===== src/rtl/video_pattern_pkg.sv =====
// Shared types and constants for the video pattern generator:
// pattern-mode encoding and the colour-bar table.
package video_pattern_pkg;

    typedef enum logic [1:0] {
        PAT_GRAD  = 2'd0,
        PAT_BARS  = 2'd1,
        PAT_CHECK = 2'd2,
        PAT_SOLID = 2'd3
    } pat_mode_e;

    // One {R,G,B} on/off triple per bar, index 0 = leftmost bar.
    // Order left to right: white, yellow, cyan, green, magenta, red, blue, black.
    localparam logic [7:0][2:0] BAR_TABLE = {
        3'b000,  // 7 black
        3'b001,  // 6 blue
        3'b100,  // 5 red
        3'b101,  // 4 magenta
        3'b010,  // 3 green
        3'b011,  // 2 cyan
        3'b110,  // 1 yellow
        3'b111   // 0 white
    };

    function automatic logic [2:0] bar_colour(input logic [2:0] idx);
        return BAR_TABLE[idx];
    endfunction

endpackage


===== src/rtl/video_timing_gen.sv =====
// Raster timing: free-running h/v counters and combinational
// decode of the raw DE/HS/VS levels for the current counter state.
module video_timing_gen #(
    parameter int H_ACTIVE = 640,
    parameter int H_FP     = 16,
    parameter int H_SYNC   = 96,
    parameter int H_BP     = 48,
    parameter int V_ACTIVE = 480,
    parameter int V_FP     = 10,
    parameter int V_SYNC   = 2,
    parameter int V_BP     = 33,
    parameter bit HS_POL   = 1'b0,
    parameter bit VS_POL   = 1'b0,
    localparam int H_TOTAL = H_ACTIVE + H_FP + H_SYNC + H_BP,
    localparam int V_TOTAL = V_ACTIVE + V_FP + V_SYNC + V_BP,
    localparam int HW      = $clog2(H_TOTAL),
    localparam int VW      = $clog2(V_TOTAL)
) (
    input  logic          clk,
    input  logic          rst_n,
    output logic [HW-1:0] h,
    output logic [VW-1:0] v,
    output logic          de,
    output logic          hs,
    output logic          vs,
    output logic          frame_first,
    output logic          frame_last
);

    // Inclusive bounds so a window ending exactly at the total still fits the counter width.
    localparam logic [HW-1:0] H_LAST    = HW'(H_TOTAL - 1);
    localparam logic [VW-1:0] V_LAST    = VW'(V_TOTAL - 1);
    localparam logic [HW-1:0] HA_LAST   = HW'(H_ACTIVE - 1);
    localparam logic [VW-1:0] VA_LAST   = VW'(V_ACTIVE - 1);
    localparam logic [HW-1:0] HS_FIRST  = HW'(H_ACTIVE + H_FP);
    localparam logic [HW-1:0] HS_LAST   = HW'(H_ACTIVE + H_FP + H_SYNC - 1);
    localparam logic [VW-1:0] VS_FIRST  = VW'(V_ACTIVE + V_FP);
    localparam logic [VW-1:0] VS_LAST   = VW'(V_ACTIVE + V_FP + V_SYNC - 1);

    logic [HW-1:0] h_q, h_d;
    logic [VW-1:0] v_q, v_d;

    // Next counter state: h wraps at end of line, v advances on each h wrap.
    always_comb begin
        h_d = h_q + HW'(1);
        v_d = v_q;
        if (h_q == H_LAST) begin
            h_d = '0;
            v_d = (v_q == V_LAST) ? '0 : v_q + VW'(1);
        end
    end

    // Counter registers; reset restarts the raster at the top-left pixel.
    always_ff @(posedge clk) begin
        if (!rst_n) begin
            h_q <= '0;
            v_q <= '0;
        end else begin
            h_q <= h_d;
            v_q <= v_d;
        end
    end

    // Raw decode of the current counter state (registered by the parent).
    always_comb begin
        de          = (h_q <= HA_LAST) && (v_q <= VA_LAST);
        hs          = ((h_q >= HS_FIRST) && (h_q <= HS_LAST)) ? HS_POL : !HS_POL;
        vs          = ((v_q >= VS_FIRST) && (v_q <= VS_LAST)) ? VS_POL : !VS_POL;
        frame_first = (h_q == '0) && (v_q == '0);
        frame_last  = (h_q == H_LAST) && (v_q == V_LAST);
    end

    assign h = h_q;
    assign v = v_q;

endmodule


===== src/rtl/video_pattern_gen.sv =====
// Test-pattern video source: timing from video_timing_gen, per-pixel
// pattern selection, and one output register stage aligning all outputs.
// Optional: define VIDEO_PATTERN_GEN_SCROLL_EN to scroll the gradation
// by one pixel per frame.
module video_pattern_gen
    import video_pattern_pkg::*;
#(
    parameter int CW         = 8,
    parameter int H_ACTIVE   = 640,
    parameter int H_FP       = 16,
    parameter int H_SYNC     = 96,
    parameter int H_BP       = 48,
    parameter int V_ACTIVE   = 480,
    parameter int V_FP       = 10,
    parameter int V_SYNC     = 2,
    parameter int V_BP       = 33,
    parameter bit HS_POL     = 1'b0,
    parameter bit VS_POL     = 1'b0,
    parameter int CHECK_LOG2 = 5
) (
    input  logic            CLK,
    input  logic            RST_N,
    input  logic [1:0]      MODE,
    input  logic [3*CW-1:0] SOLID_RGB,
    output logic [CW-1:0]   VGA_R,
    output logic [CW-1:0]   VGA_G,
    output logic [CW-1:0]   VGA_B,
    output logic            VGA_HS,
    output logic            VGA_VS,
    output logic            VGA_DE,
    output logic            FRAME_START
);

    localparam int H_TOTAL = H_ACTIVE + H_FP + H_SYNC + H_BP;
    localparam int V_TOTAL = V_ACTIVE + V_FP + V_SYNC + V_BP;
    localparam int HW      = $clog2(H_TOTAL);
    localparam int VW      = $clog2(V_TOTAL);
    // Guard against a zero divisor for very narrow active widths.
    localparam int BAR_W   = (H_ACTIVE / 8 > 0) ? H_ACTIVE / 8 : 1;

    logic [HW-1:0] tg_h;
    logic [VW-1:0] tg_v;
    logic          tg_de, tg_hs, tg_vs, tg_first, tg_last;

    video_timing_gen #(
        .H_ACTIVE (H_ACTIVE),
        .H_FP     (H_FP),
        .H_SYNC   (H_SYNC),
        .H_BP     (H_BP),
        .V_ACTIVE (V_ACTIVE),
        .V_FP     (V_FP),
        .V_SYNC   (V_SYNC),
        .V_BP     (V_BP),
        .HS_POL   (HS_POL),
        .VS_POL   (VS_POL)
    ) u_timing (
        .clk         (CLK),
        .rst_n       (RST_N),
        .h           (tg_h),
        .v           (tg_v),
        .de          (tg_de),
        .hs          (tg_hs),
        .vs          (tg_vs),
        .frame_first (tg_first),
        .frame_last  (tg_last)
    );

    pat_mode_e mode_q, mode_d, mode_cur;

    // The frame's mode is taken from MODE at the top-left pixel, and that pixel
    // already uses it; every other pixel uses the latched value.
    always_comb begin
        mode_cur = tg_first ? pat_mode_e'(MODE) : mode_q;
        mode_d   = mode_cur;
    end

    // Frame mode register.
    always_ff @(posedge CLK) begin
        if (!RST_N) mode_q <= PAT_GRAD;
        else        mode_q <= mode_d;
    end

    logic [CW-1:0] offset;

`ifdef VIDEO_PATTERN_GEN_SCROLL_EN
    logic [CW-1:0] offset_q, offset_d;

    // Gradation offset advances once per frame, on the last raster position.
    always_comb begin
        offset_d = tg_last ? offset_q + CW'(1) : offset_q;
    end

    // Scroll offset register.
    always_ff @(posedge CLK) begin
        if (!RST_N) offset_q <= '0;
        else        offset_q <= offset_d;
    end

    assign offset = offset_q;
`else
    assign offset = '0;
`endif

    logic [31:0]   bar_idx;
    logic [2:0]    bar_sel;
    logic [2:0]    bar_rgb;
    logic          chk_black;
    logic [CW-1:0] pix_r, pix_g, pix_b;

    // Pattern colour for the current counter state; blanked outside DE.
    always_comb begin
        bar_idx   = 32'(tg_h) / BAR_W;
        bar_sel   = (bar_idx > 32'd7) ? 3'd7 : bar_idx[2:0];
        bar_rgb   = bar_colour(bar_sel);
        chk_black = ((((32'(tg_h) ^ 32'(tg_v)) >> CHECK_LOG2) & 32'd1) != 32'd0);
        pix_r     = '0;
        pix_g     = '0;
        pix_b     = '0;
        case (mode_cur)
            PAT_GRAD: begin
                pix_r = CW'(tg_h) + offset;
                pix_g = pix_r;
                pix_b = pix_r;
            end
            PAT_BARS: begin
                pix_r = {CW{bar_rgb[2]}};
                pix_g = {CW{bar_rgb[1]}};
                pix_b = {CW{bar_rgb[0]}};
            end
            PAT_CHECK: begin
                pix_r = {CW{!chk_black}};
                pix_g = {CW{!chk_black}};
                pix_b = {CW{!chk_black}};
            end
            default: begin
                pix_r = SOLID_RGB[3*CW-1:2*CW];
                pix_g = SOLID_RGB[2*CW-1:CW];
                pix_b = SOLID_RGB[CW-1:0];
            end
        endcase
        if (!tg_de) begin
            pix_r = '0;
            pix_g = '0;
            pix_b = '0;
        end
    end

    logic [CW-1:0] r_q, g_q, b_q, r_d, g_d, b_d;
    logic          hs_q, vs_q, de_q, fs_q, hs_d, vs_d, de_d, fs_d;

    // Output stage inputs: everything describes the same counter state.
    always_comb begin
        r_d  = pix_r;
        g_d  = pix_g;
        b_d  = pix_b;
        hs_d = tg_hs;
        vs_d = tg_vs;
        de_d = tg_de;
        fs_d = tg_first;
    end

    // Output register stage: one cycle behind the counters, all aligned.
    always_ff @(posedge CLK) begin
        if (!RST_N) begin
            r_q  <= '0;
            g_q  <= '0;
            b_q  <= '0;
            hs_q <= !HS_POL;
            vs_q <= !VS_POL;
            de_q <= 1'b0;
            fs_q <= 1'b0;
        end else begin
            r_q  <= r_d;
            g_q  <= g_d;
            b_q  <= b_d;
            hs_q <= hs_d;
            vs_q <= vs_d;
            de_q <= de_d;
            fs_q <= fs_d;
        end
    end

    assign VGA_R       = r_q;
    assign VGA_G       = g_q;
    assign VGA_B       = b_q;
    assign VGA_HS      = hs_q;
    assign VGA_VS      = vs_q;
    assign VGA_DE      = de_q;
    assign FRAME_START = fs_q;

endmodule


===== config.mk =====
export PLATFORM = sky130hd
export DESIGN_NAME = video_pattern_gen
export DESIGN_NICKNAME = d
export VERILOG_FILES = /design/src/rtl/video_pattern_pkg.sv /design/src/rtl/video_timing_gen.sv /design/src/rtl/video_pattern_gen.sv
export SDC_FILE = /design/constraint.sdc
export NUM_CORES = 1
export LEC_CHECK = 0
export ABC_AREA = 1
export BUFFER_PORTS_ARGS = -buffer_cell sky130_fd_sc_hd__buf_2
export CAP_MARGIN = 20
export CELL_PAD_IN_SITES_DETAIL_PLACEMENT = 1
export CELL_PAD_IN_SITES_GLOBAL_PLACEMENT = 1
export CORE_ASPECT_RATIO = 1.75
export CORE_MARGIN = 4
export CORE_UTILIZATION = 38
export CTS_CLUSTER_SIZE = 8
export DETAILED_ROUTE_END_ITERATION = 6
export PLACE_DENSITY = 0.85
export SLEW_MARGIN = 15
export SYNTH_ARGS = -nofsm -noshare
export SYNTH_HDL_FRONTEND = slang
export SYNTH_SLANG_ARGS = --single-unit

===== constraint.sdc =====
create_clock -name CLK -period 3.3 [get_ports CLK]
set_clock_uncertainty 0.2 [all_clocks]
set_input_delay 0.33 -clock CLK [delete_from_list [all_inputs] [get_ports CLK]]
set_output_delay 0.33 -clock CLK [all_outputs]
set_load 0.03 [all_outputs]

==> flow_metrics.py, run 1 <==
metrics = {
    "detailed_routing": {
        "wirelength_mm": 7.37,
        "first_pass_iters": 4,
        "routedWlPerCell_um": 14.9,
        "dr.first_iter.drc_count": 111,
        "antenna_left": 0,
        "vias": 2516,
        "via_per_inst": 5.07,
        "drc": 0,
    },
    "hold_path": {
        "hold_path_depth": 2,
        "min_path_type": "in -> reg",
        "hold_start": "RST_N",
        "hold_end": "VGA_HS$_SDFF_PN1_",
    },
    "setup_path": {
        "worstSetupEndpointType": "register",
        "reg2regPathDepth": 13,
        "path_max_fanout": 23,
        "r2r_start": "u_timing.v[0]$_SDFFE_PN0P_",
        "cp_slowest_cell": "nand2_1",
        "slowest_delay_ps": 560,
        "worstPathArrival_ps": 2850,
        "reg2reg_slack_ps": 450,
        "crit_chain": "inv_1 > ha_1 > nand2_1 > nor3_1 > nand3_1 > nand2_1 > nand2_1 > nand2_1 > nand2_1 > inv_1 > nand3_1 > nand2_1 > inv_1",
        "worstPathRequired_ps": 3290,
        "r2r-end": "VGA_B[7]$_SDFF_PN0_",
        "path_class": "reg -> reg",
        "start_kind": "register",
        "crit_top_cell": "nand2_1",
    },
    "synth": {
        "synth_simple_gate_area_share_pct": 31.1,
        "syn_inst": 355,
        "synth_compound_area_share_pct": 14.3,
        "yosysTopAreaCell": "dfxtp_1",
        "synth_cell_types": 39,
        "synth_area_per_cell_um2": 7.27,
        "synth.area.mux_share_pct": 0,
        "ys_ff_latch": 50,
        "synth_top_family_by_area": "simple AND/OR/NAND/NOR gates",
        "synth_xor_area_share_pct": 1.70,
        "synth.yosys.seq_area_share_pct": 38.8,
        "netlist_top_cells_area": "dfxtp_1, nand2_1, inv_1",
        "synthAdderAreaFrac_pct": 2.91,
        "netlist.area_leader.share_pct": 38.8,
        "yosysWarnings": 0,
        "syn_nets": 389,
        "syn_area_mm2": 0.00258,
    },
    "clocking": {
        "cts-root-buf": "clkbuf_16",
        "hold_buffers": 0,
        "cts_resized": 0,
        "cts_buffers": 5,
        "post_cts_buffers": 0,
        "cts_sinks": 50,
        "cts_tree": "yes",
        "clk_pin_slew_ps": 70,
        "clk_path_buf_depth": 2,
        "cts_max_level": 2,
        "insertion_delay_ps": 290,
    },
    "place": {
        "port_buffers": 55,
        "dpl.hpwl_mm": 5.79,
        "gp_congestion": 0.856,
        "dpl.cell_count": 488,
        "dp_slack_ps": 467,
        "place_area_mm2": 0.00295,
    },
    "die": {
        "start_util_pct": 39.2,
        "pin_count": 56,
        "rows": 39,
        "die_y_um": 117,
        "die_area_mm2": 0.00822,
        "coreArea_mm2": 0.00659,
        "die_w_um": 70.3,
    },
    "sta": {
        "fin_crit_sh_pct": 86.4,
        "worst-slew-pin-transition_ps": 704,
        "finalHoldViolations": 0,
        "relSlewSlack_pct": 52.9,
        "slew_viol_final": 0,
        "finalSetupViolations": 0,
        "min_period_ps": 2850,
        "fmax_mhz": 351,
        "setup-tns-final_ps": 0,
        "worst_slack_ps": 447,
        "rsz0062_at_grt": "no",
    },
    "layout": {
        "n_antenna_cell": 0,
        "fillers": 867,
        "mostFrequentLayoutCell": "nand2_1",
        "layout_common_cells": "nand2_1, inv_1, buf_2, dfxtp_1, nand3_1",
        "final_nets": 447,
        "layout.cell_area.non_filler_mm2": 0.00311,
        "fin_cells": 496,
        "area_delta_synth_final_pct": 20.7,
        "drive_above_1_share_pct": 23.9,
        "fin_util_pct": 47.3,
    },
    "status": {
        "outcome": "finished, final reports clean",
    },
    "run": {
        "maxCapViolations": 0,
    },
    "power": {
        "p_leak_nw": 1.60,
        "vdd_drop_max_v": 0.000266,
        "power_density_mw_per_mm2": 520,
    },
    "global_routing": {
        "track_usage_pct": 18.7,
        "grt_pass1_wl_mm": 12.2,
        "grt_pass1_vias": 2679,
        "antenna_found_initial": 0,
        "grt_max_degree": 26,
        "grt_overflow": 0,
    },
}
## flip-flops by register name, summed over array words and instances, names as in the netlist
signal	count
VGA_VS	1
VGA_DE	1
FRAME_START	1
mode_q	2
VGA_G	8
u_timing.h	10
VGA_B	8
VGA_R	8
VGA_HS	1
u_timing.v	10
## routing by layer
metal / vias up / global-route usage (%) / wire length, um
met5: - / 0 / 0
met2: 56 / 38.1 / 4130
met1: 1181 / 17.2 / 2680
met3: 16 / 3.33 / 292
met4: 0 / 9.46 / 262
li1: 1263 / - / -
## worst max-delay path by stage
stage	startpoint	to	cells past startpoint
2_1_floorplan	u_timing.h[8]$_SDFF_PP0_	VGA_B[0]$_SDFF_PN0_	18
3_3_place_gp	u_timing.v[0]$_SDFFE_PN0P_	VGA_B[0]$_SDFF_PN0_	13
3_5_place_dp	u_timing.v[0]$_SDFFE_PN0P_	VGA_B[7]$_SDFF_PN0_	13
4_1_cts	u_timing.v[0]$_SDFFE_PN0P_	VGA_B[7]$_SDFF_PN0_	13
5_1_grt	u_timing.v[0]$_SDFFE_PN0P_	VGA_B[7]$_SDFF_PN0_	13
6_report	u_timing.v[0]$_SDFFE_PN0P_	VGA_B[7]$_SDFF_PN0_	13
## Yosys cell counts, drive strengths merged
cell,number
nor3b,3
o21bai,1
o21a,1
a41oi,1
nor3,8
o2111ai,1
nand3,35
nor2,30
nand4,5
a211oi,1
clkinv,1
xor2,4
o21ai,24
nor4,3
o221ai,8
ha,6
nand2,74
dfxtp,50
inv,68
a21oi,20
a2111oi,1
clkbuf,5
buf,2
o22ai,1
o311ai,1
xnor2,1
## through the flow
| stage | total power, mW | hold WS [ps] |
|---|---|---|
| detailed placement | 1.08 | 273 |
| finish | 1.62 | 71.4 |
| CTS | 1.64 | 76.0 |
| floorplan | 0.960 | 235 |
| global placement | 1.07 | 261 |
| global route | 1.70 | 112 |
## final cells by class
type	count	area, um^2	area share, %
Clock buffer	7	153	4.90
Clock inverter	1	8.76	0.281
Inverter	69	260	8.36
Multi-Input combinational cell	229	1290	41.4
Sequential cell	50	1000	32.2
Tap cell	82	103	3.30
Timing Repair Buffer	58	298	9.57
## kinds of logic after synthesis
| family | Yosys count |
|---|---|
| fa+ha+maj | 6 |
| simple gates | 158 |
| xor+xnor | 5 |
| flops | 50 |
| buf+inv | 76 |
| compound gates | 60 |
## worst max-delay path: cells and delay by family, from the launching register on
| kind | cells | cell delay (ps) |
|---|---|---|
| flip-flops | 1 | 320 |
| AND/OR/NAND/NOR | 9 | 1760 |
| adder cells (fa/ha/maj) | 1 | 170 |
| buffers and inverters | 3 | 290 |
## where the power goes
part	switching [mW]	internal (mW)
combinational	0.275	0.111
sequential	0.0162	0.666
clock	0.228	0.324
total	0.519	1.10
Note: power is estimated with default switching activity, not from simulation.
==> run 2, diff against run 1 <==
Settings changed: CORE_UTILIZATION 38 to 39, PLACE_DENSITY 0.85 to 0.87, SYNTH_HIERARCHICAL set to 1.
==> run 2 against run 1 <==
  * Sequential share of layout area fell by 2.1 points
  * Worst hold slack improved by 32 ps
  * Wire length is 10% higher
  * First-iteration DRC count decreased by 40%
  * Register-to-register slack lost 70 ps
  * Sequential power up 1%
  * Largest cell class unchanged
  * Highest routed layer unchanged
==> flow_metrics.py, run 2 <==
metrics = {
    "status": {
        "outcome": "finished, final reports clean",
    },
    "die": {
        "rows": 40,
        "die_y_um": 120,
        "die_area_mm2": 0.00867,
        "start_util_pct": 40.3,
        "pin_count": 56,
        "die_w_um": 72.1,
        "coreArea_mm2": 0.00696,
    },
    "layout": {
        "layout_common_cells": "nand2_1, inv_1, buf_2, dfxtp_1, nor2_1",
        "drive_above_1_share_pct": 24.4,
        "area_delta_synth_final_pct": 18.9,
        "fin_util_pct": 47.9,
        "final_nets": 492,
        "mostFrequentLayoutCell": "nand2_1",
        "n_antenna_cell": 0,
    },
    "place": {
        "dpl.hpwl_mm": 6.64,
        "port_buffers": 55,
        "gp_congestion": 0.933,
    },
    "detailed_routing": {
        "routedWlPerCell_um": 15.0,
        "antenna_left": 0,
        "wirelength_mm": 8.14,
        "vias": 2740,
        "drc": 0,
        "first_pass_iters": 4,
        "via_per_inst": 5.05,
        "dr.first_iter.drc_count": 67,
    },
    "setup_path": {
        "path_class": "reg -> reg",
        "reg2regPathDepth": 11,
        "cp_slowest_cell": "dfxtp_1",
        "crit_top_cell": "inv_1",
        "r2r-end": "VGA_G[5]$_SDFF_PN0_",
        "crit_chain": "inv_1 > ha_1 > nand4_1 > nand3b_1 > nor2_1 > o21ai_0 > inv_1 > nand3_1 > o21ai_2 > o221ai_1 > inv_1",
        "worstSetupEndpointType": "register",
        "slowest_delay_ps": 350,
        "start_kind": "register",
        "worstPathArrival_ps": 2970,
        "path_max_fanout": 10,
        "worstPathRequired_ps": 3340,
        "r2r_start": "u_timing/v[1]$_SDFFE_PN0P_",
        "reg2reg_slack_ps": 370,
    },
    "power": {
        "power_density_mw_per_mm2": 505,
        "total_power_mw": 1.68,
        "vdd_drop_max_v": 0.000189,
        "p_leak_nw": 1.71,
    },
    "clocking": {
        "cts-root-buf": "clkbuf_16",
        "clk_path_buf_depth": 2,
        "cts_sinks": 50,
        "cts_tree": "yes",
        "hold_buffers": 0,
        "clk_pin_slew_ps": 70,
        "cts_max_level": 2,
        "insertion_delay_ps": 300,
        "cts_resized": 0,
        "cts_buffers": 5,
        "post_cts_buffers": 0,
    },
    "hold_path": {
        "hold_path_depth": 3,
        "hold_end": "VGA_G[0]$_SDFF_PN0_",
        "hold_start": "SOLID_RGB[8]",
        "min_path_type": "in -> reg",
    },
    "synth": {
        "syn_nets": 433,
        "yosysWarnings": 6,
        "synth_area_per_cell_um2": 7.03,
        "syn_inst": 399,
        "syn_area_mm2": 0.00281,
    },
    "sta": {
        "slew_viol_final": 0,
        "setup-tns-final_ps": 0,
        "worst_hold_slack_ps": 104,
        "finalHoldViolations": 0,
        "worst-slew-pin-transition_ps": 661,
        "fmax_mhz": 342,
        "fin_crit_sh_pct": 88.7,
        "finalSetupViolations": 0,
        "rsz0062_at_grt": "no",
        "relSlewSlack_pct": 55.9,
        "min_period_ps": 2930,
    },
    "global_routing": {
        "antenna_found_initial": 0,
        "grt_pass1_wl_mm": 14.0,
        "track_usage_pct": 20.3,
        "grt_pass1_vias": 3064,
        "grt_max_degree": 26,
        "grt_overflow": 0,
    },
    "run": {
        "maxCapViolations": 0,
    },
}
==> run 2: final cells by class <==
cell class                 count  area [um^2]
sequential                    50         1000
multi-input combinational    256         1450
inverter                      87          329
fill                         919         3620
clock inverter                 3         26.3
timing repair buffer          58          298
tap                           84          105
clock buffer                   5          125
==> run 2: routing by layer <==
layer	vias up	track usage, %	part of all wire [%]
li1	1387	-	-
met1	1269	19.8	35
met2	67	40.0	56
met3	17	3.00	4.7
met4	0	9.06	3.5
met5	-	0	0
==> run 2: through the flow <==
stage	cells	area [um^2]	setup slack, ps
global placement	535	3170	279
finish	543	3330	374
detailed placement	535	3170	222
CTS	543	3330	181
global route	543	3330	73.9
floorplan	399	2810	911
==> run 2: power by group <==
| group | total [mW] | internal [mW] | switching (mW) |
|---|---|---|---|
| sequential | 0.691 | 0.672 | 0.0188 |
| clock | 0.538 | 0.288 | 0.250 |
| combinational | 0.454 | 0.128 | 0.327 |
==> run 2: worst max-delay path by stage <==
stage,from,to,slack [ps],depth (start not counted)
2_1_floorplan,u_timing/h[8]$_SDFF_PP0_,VGA_B[0]$_SDFF_PN0_,910,17
3_3_place_gp,u_timing/v[0]$_SDFFE_PN0P_,VGA_G[3]$_SDFF_PN0_,280,11
3_5_place_dp,u_timing/v[1]$_SDFFE_PN0P_,VGA_G[5]$_SDFF_PN0_,220,11
4_1_cts,u_timing/v[1]$_SDFFE_PN0P_,VGA_G[5]$_SDFF_PN0_,180,11
5_1_grt,u_timing/v[1]$_SDFFE_PN0P_,VGA_B[3]$_SDFF_PN0_,70,15
6_report,u_timing/v[1]$_SDFFE_PN0P_,VGA_G[5]$_SDFF_PN0_,370,11
==> run 2: critical path, delay by kind of cell, from the launching register on <==
kind | cells | cell delay, ps
adder cells (fa/ha/maj) | 1 | 190
buffers and inverters | 3 | 400
flip-flops | 1 | 350
AO/OA/AOI/OAI | 3 | 780
AND/OR/NAND/NOR | 4 | 950
==> run 3, diff against run 2 <==
Settings changed: CORE_ASPECT_RATIO 1.75 to 1.1.
==> run 3 against run 2 <==
  * Power is 8.7% lower
  * Largest cell class unchanged
  * Cell count up 0.55%
  * Register-to-register slack worse by 130 ps
  * Critical path type unchanged
==> flow_metrics.py, run 3 (same netlist as run 2, synthesis figures left out) <==
metrics = {
    "status": {
        "outcome": "finished, final reports clean",
    },
    "setup_path": {
        "crit_family": "simple AND/OR/NAND/NOR gates",
        "path_class": "reg -> reg",
        "reg2regPathDepth": 11,
        "slowest_delay_ps": 510,
        "worstPathRequired_ps": 3300,
        "path_buf_inv": 3,
        "worstSetupEndpointType": "register",
        "cp_slowest_cell": "dfxtp_1",
        "path_max_fanout": 19,
        "start_kind": "register",
        "crit_top_cell": "inv_1",
        "worstPathArrival_ps": 3050,
        "crit_chain": "inv_1 > ha_1 > nand4_1 > nand3b_1 > nor2_1 > o21ai_0 > inv_1 > nand2_1 > nand2_1 > o221ai_1 > inv_1",
        "cp.depth": 11,
    },
    "power": {
        "p_leak_nw": 1.70,
        "vdd_drop_max_v": 0.000297,
        "power_density_mw_per_mm2": 466,
    },
    "clocking": {
        "clk_pin_slew_ps": 90,
        "insertion_delay_ps": 300,
        "hold_buffers": 0,
        "cts-root-buf": "clkbuf_8",
        "clk_path_buf_depth": 2,
        "cts_tree": "yes",
        "post_cts_buffers": 0,
        "cts_buffers": 5,
        "cts_max_level": 2,
        "cts_resized": 0,
        "cts_sinks": 50,
    },
    "sta": {
        "setup-tns-final_ps": 0,
        "slew_viol_final": 0,
        "fin_crit_sh_pct": 92.6,
        "finalHoldViolations": 0,
        "worst-slew-pin-transition_ps": 613,
        "finalSetupViolations": 0,
        "min_period_ps": 3050,
        "rsz0062_at_grt": "no",
        "worst_slack_ps": 246,
        "fmax_mhz": 327,
        "relSlewSlack_pct": 59.1,
        "worst_hold_slack_ps": 106,
    },
    "layout": {
        "final_nets": 494,
        "drive_above_1_share_pct": 24.1,
        "mostFrequentLayoutCell": "nand2_1",
        "fillers": 928,
        "layout.cell_area.non_filler_mm2": 0.00330,
        "area_delta_synth_final_pct": 17.5,
        "layout_common_cells": "nand2_1, inv_1, buf_2, dfxtp_1, nor2_1",
        "n_antenna_cell": 0,
        "fin_util_pct": 47.0,
    },
    "place": {
        "gp_congestion": 0.860,
        "dp_slack_ps": 433,
        "port_buffers": 55,
        "place_area_mm2": 0.00319,
        "dpl.hpwl_mm": 6.36,
    },
    "die": {
        "coreArea_mm2": 0.00701,
        "start_util_pct": 40.0,
        "die_area_mm2": 0.00862,
        "die_w_um": 88.9,
        "rows": 32,
        "die_y_um": 97.0,
        "pin_count": 56,
    },
    "detailed_routing": {
        "wirelength_mm": 8.11,
        "drc": 0,
        "antenna_left": 0,
        "first_pass_iters": 4,
        "routedWlPerCell_um": 14.8,
        "via_per_inst": 5.11,
        "vias": 2789,
        "dr.first_iter.drc_count": 122,
    },
    "run": {
        "maxCapViolations": 0,
    },
    "global_routing": {
        "track_usage_pct": 19.0,
        "grt_pass1_wl_mm": 13.2,
        "grt_max_degree": 26,
        "grt_overflow": 0,
        "grt_pass1_vias": 2857,
        "antenna_found_initial": 0,
    },
    "hold_path": {
        "min_path_type": "in -> reg",
        "hold_path_depth": 3,
    },
}
## run 3: worst paths after layout
| check | startpoint | end | slack, ps |
|---|---|---|---|
| setup / recovery | u_timing/h[0]$_SDFF_PP0_ | VGA_G[2]$_SDFF_PN0_ | 250 |
| hold reg to reg | u_timing/h[3]$_SDFF_PP0_ | u_timing/h[3]$_SDFF_PP0_ | 340 |
| setup reg to reg | u_timing/h[0]$_SDFF_PP0_ | VGA_G[2]$_SDFF_PN0_ | 250 |
| hold / removal | SOLID_RGB[16] | VGA_R[0]$_SDFF_PN0_ | 110 |
## run 3: cell type report
cell class	instances	area, um^2	area share (%)
multi-input combinational	256	1440	43.7
sequential	50	1000	30.4
clock inverter	1	8.76	0.266
inverter	87	329	9.98
timing repair buffer	60	313	9.49
tap	85	106	3.23
clock buffer	7	96.3	2.92
## run 3: through the flow
| step | cells | power (mW) |
|---|---|---|
| 2_1_floorplan | 399 | 1.01 |
| 3_3_place_gp | 538 | 1.13 |
| 3_5_place_dp | 538 | 1.15 |
| 4_1_cts | 546 | 1.55 |
| 5_1_grt | 546 | 1.62 |
| 6_report | 546 | 1.54 |
## run 3: routing by layer
metal	GRT usage, %	part of all wire, %
met5	0	0
met4	7.33	2.8
met3	3.66	5.8
met2	34.7	52
met1	20.8	40
## run 3: power by group
part           total (mW)  switching [mW]  internal [mW]
clock               0.402           0.209          0.193
combinational       0.443           0.316          0.126
sequential          0.692          0.0204          0.672
total                1.54           0.546          0.991
## run 3: worst register-to-register path: stages, from the launching register on
cell and delay (ps):
dfxtp_1 510, inv_1 120, ha_1 240, nand4_1 90, nand3b_1 100, nor2_1 90
o21ai_0 440, inv_1 150, nand2_1 470, nand2_1 260, o221ai_1 230, inv_1 60
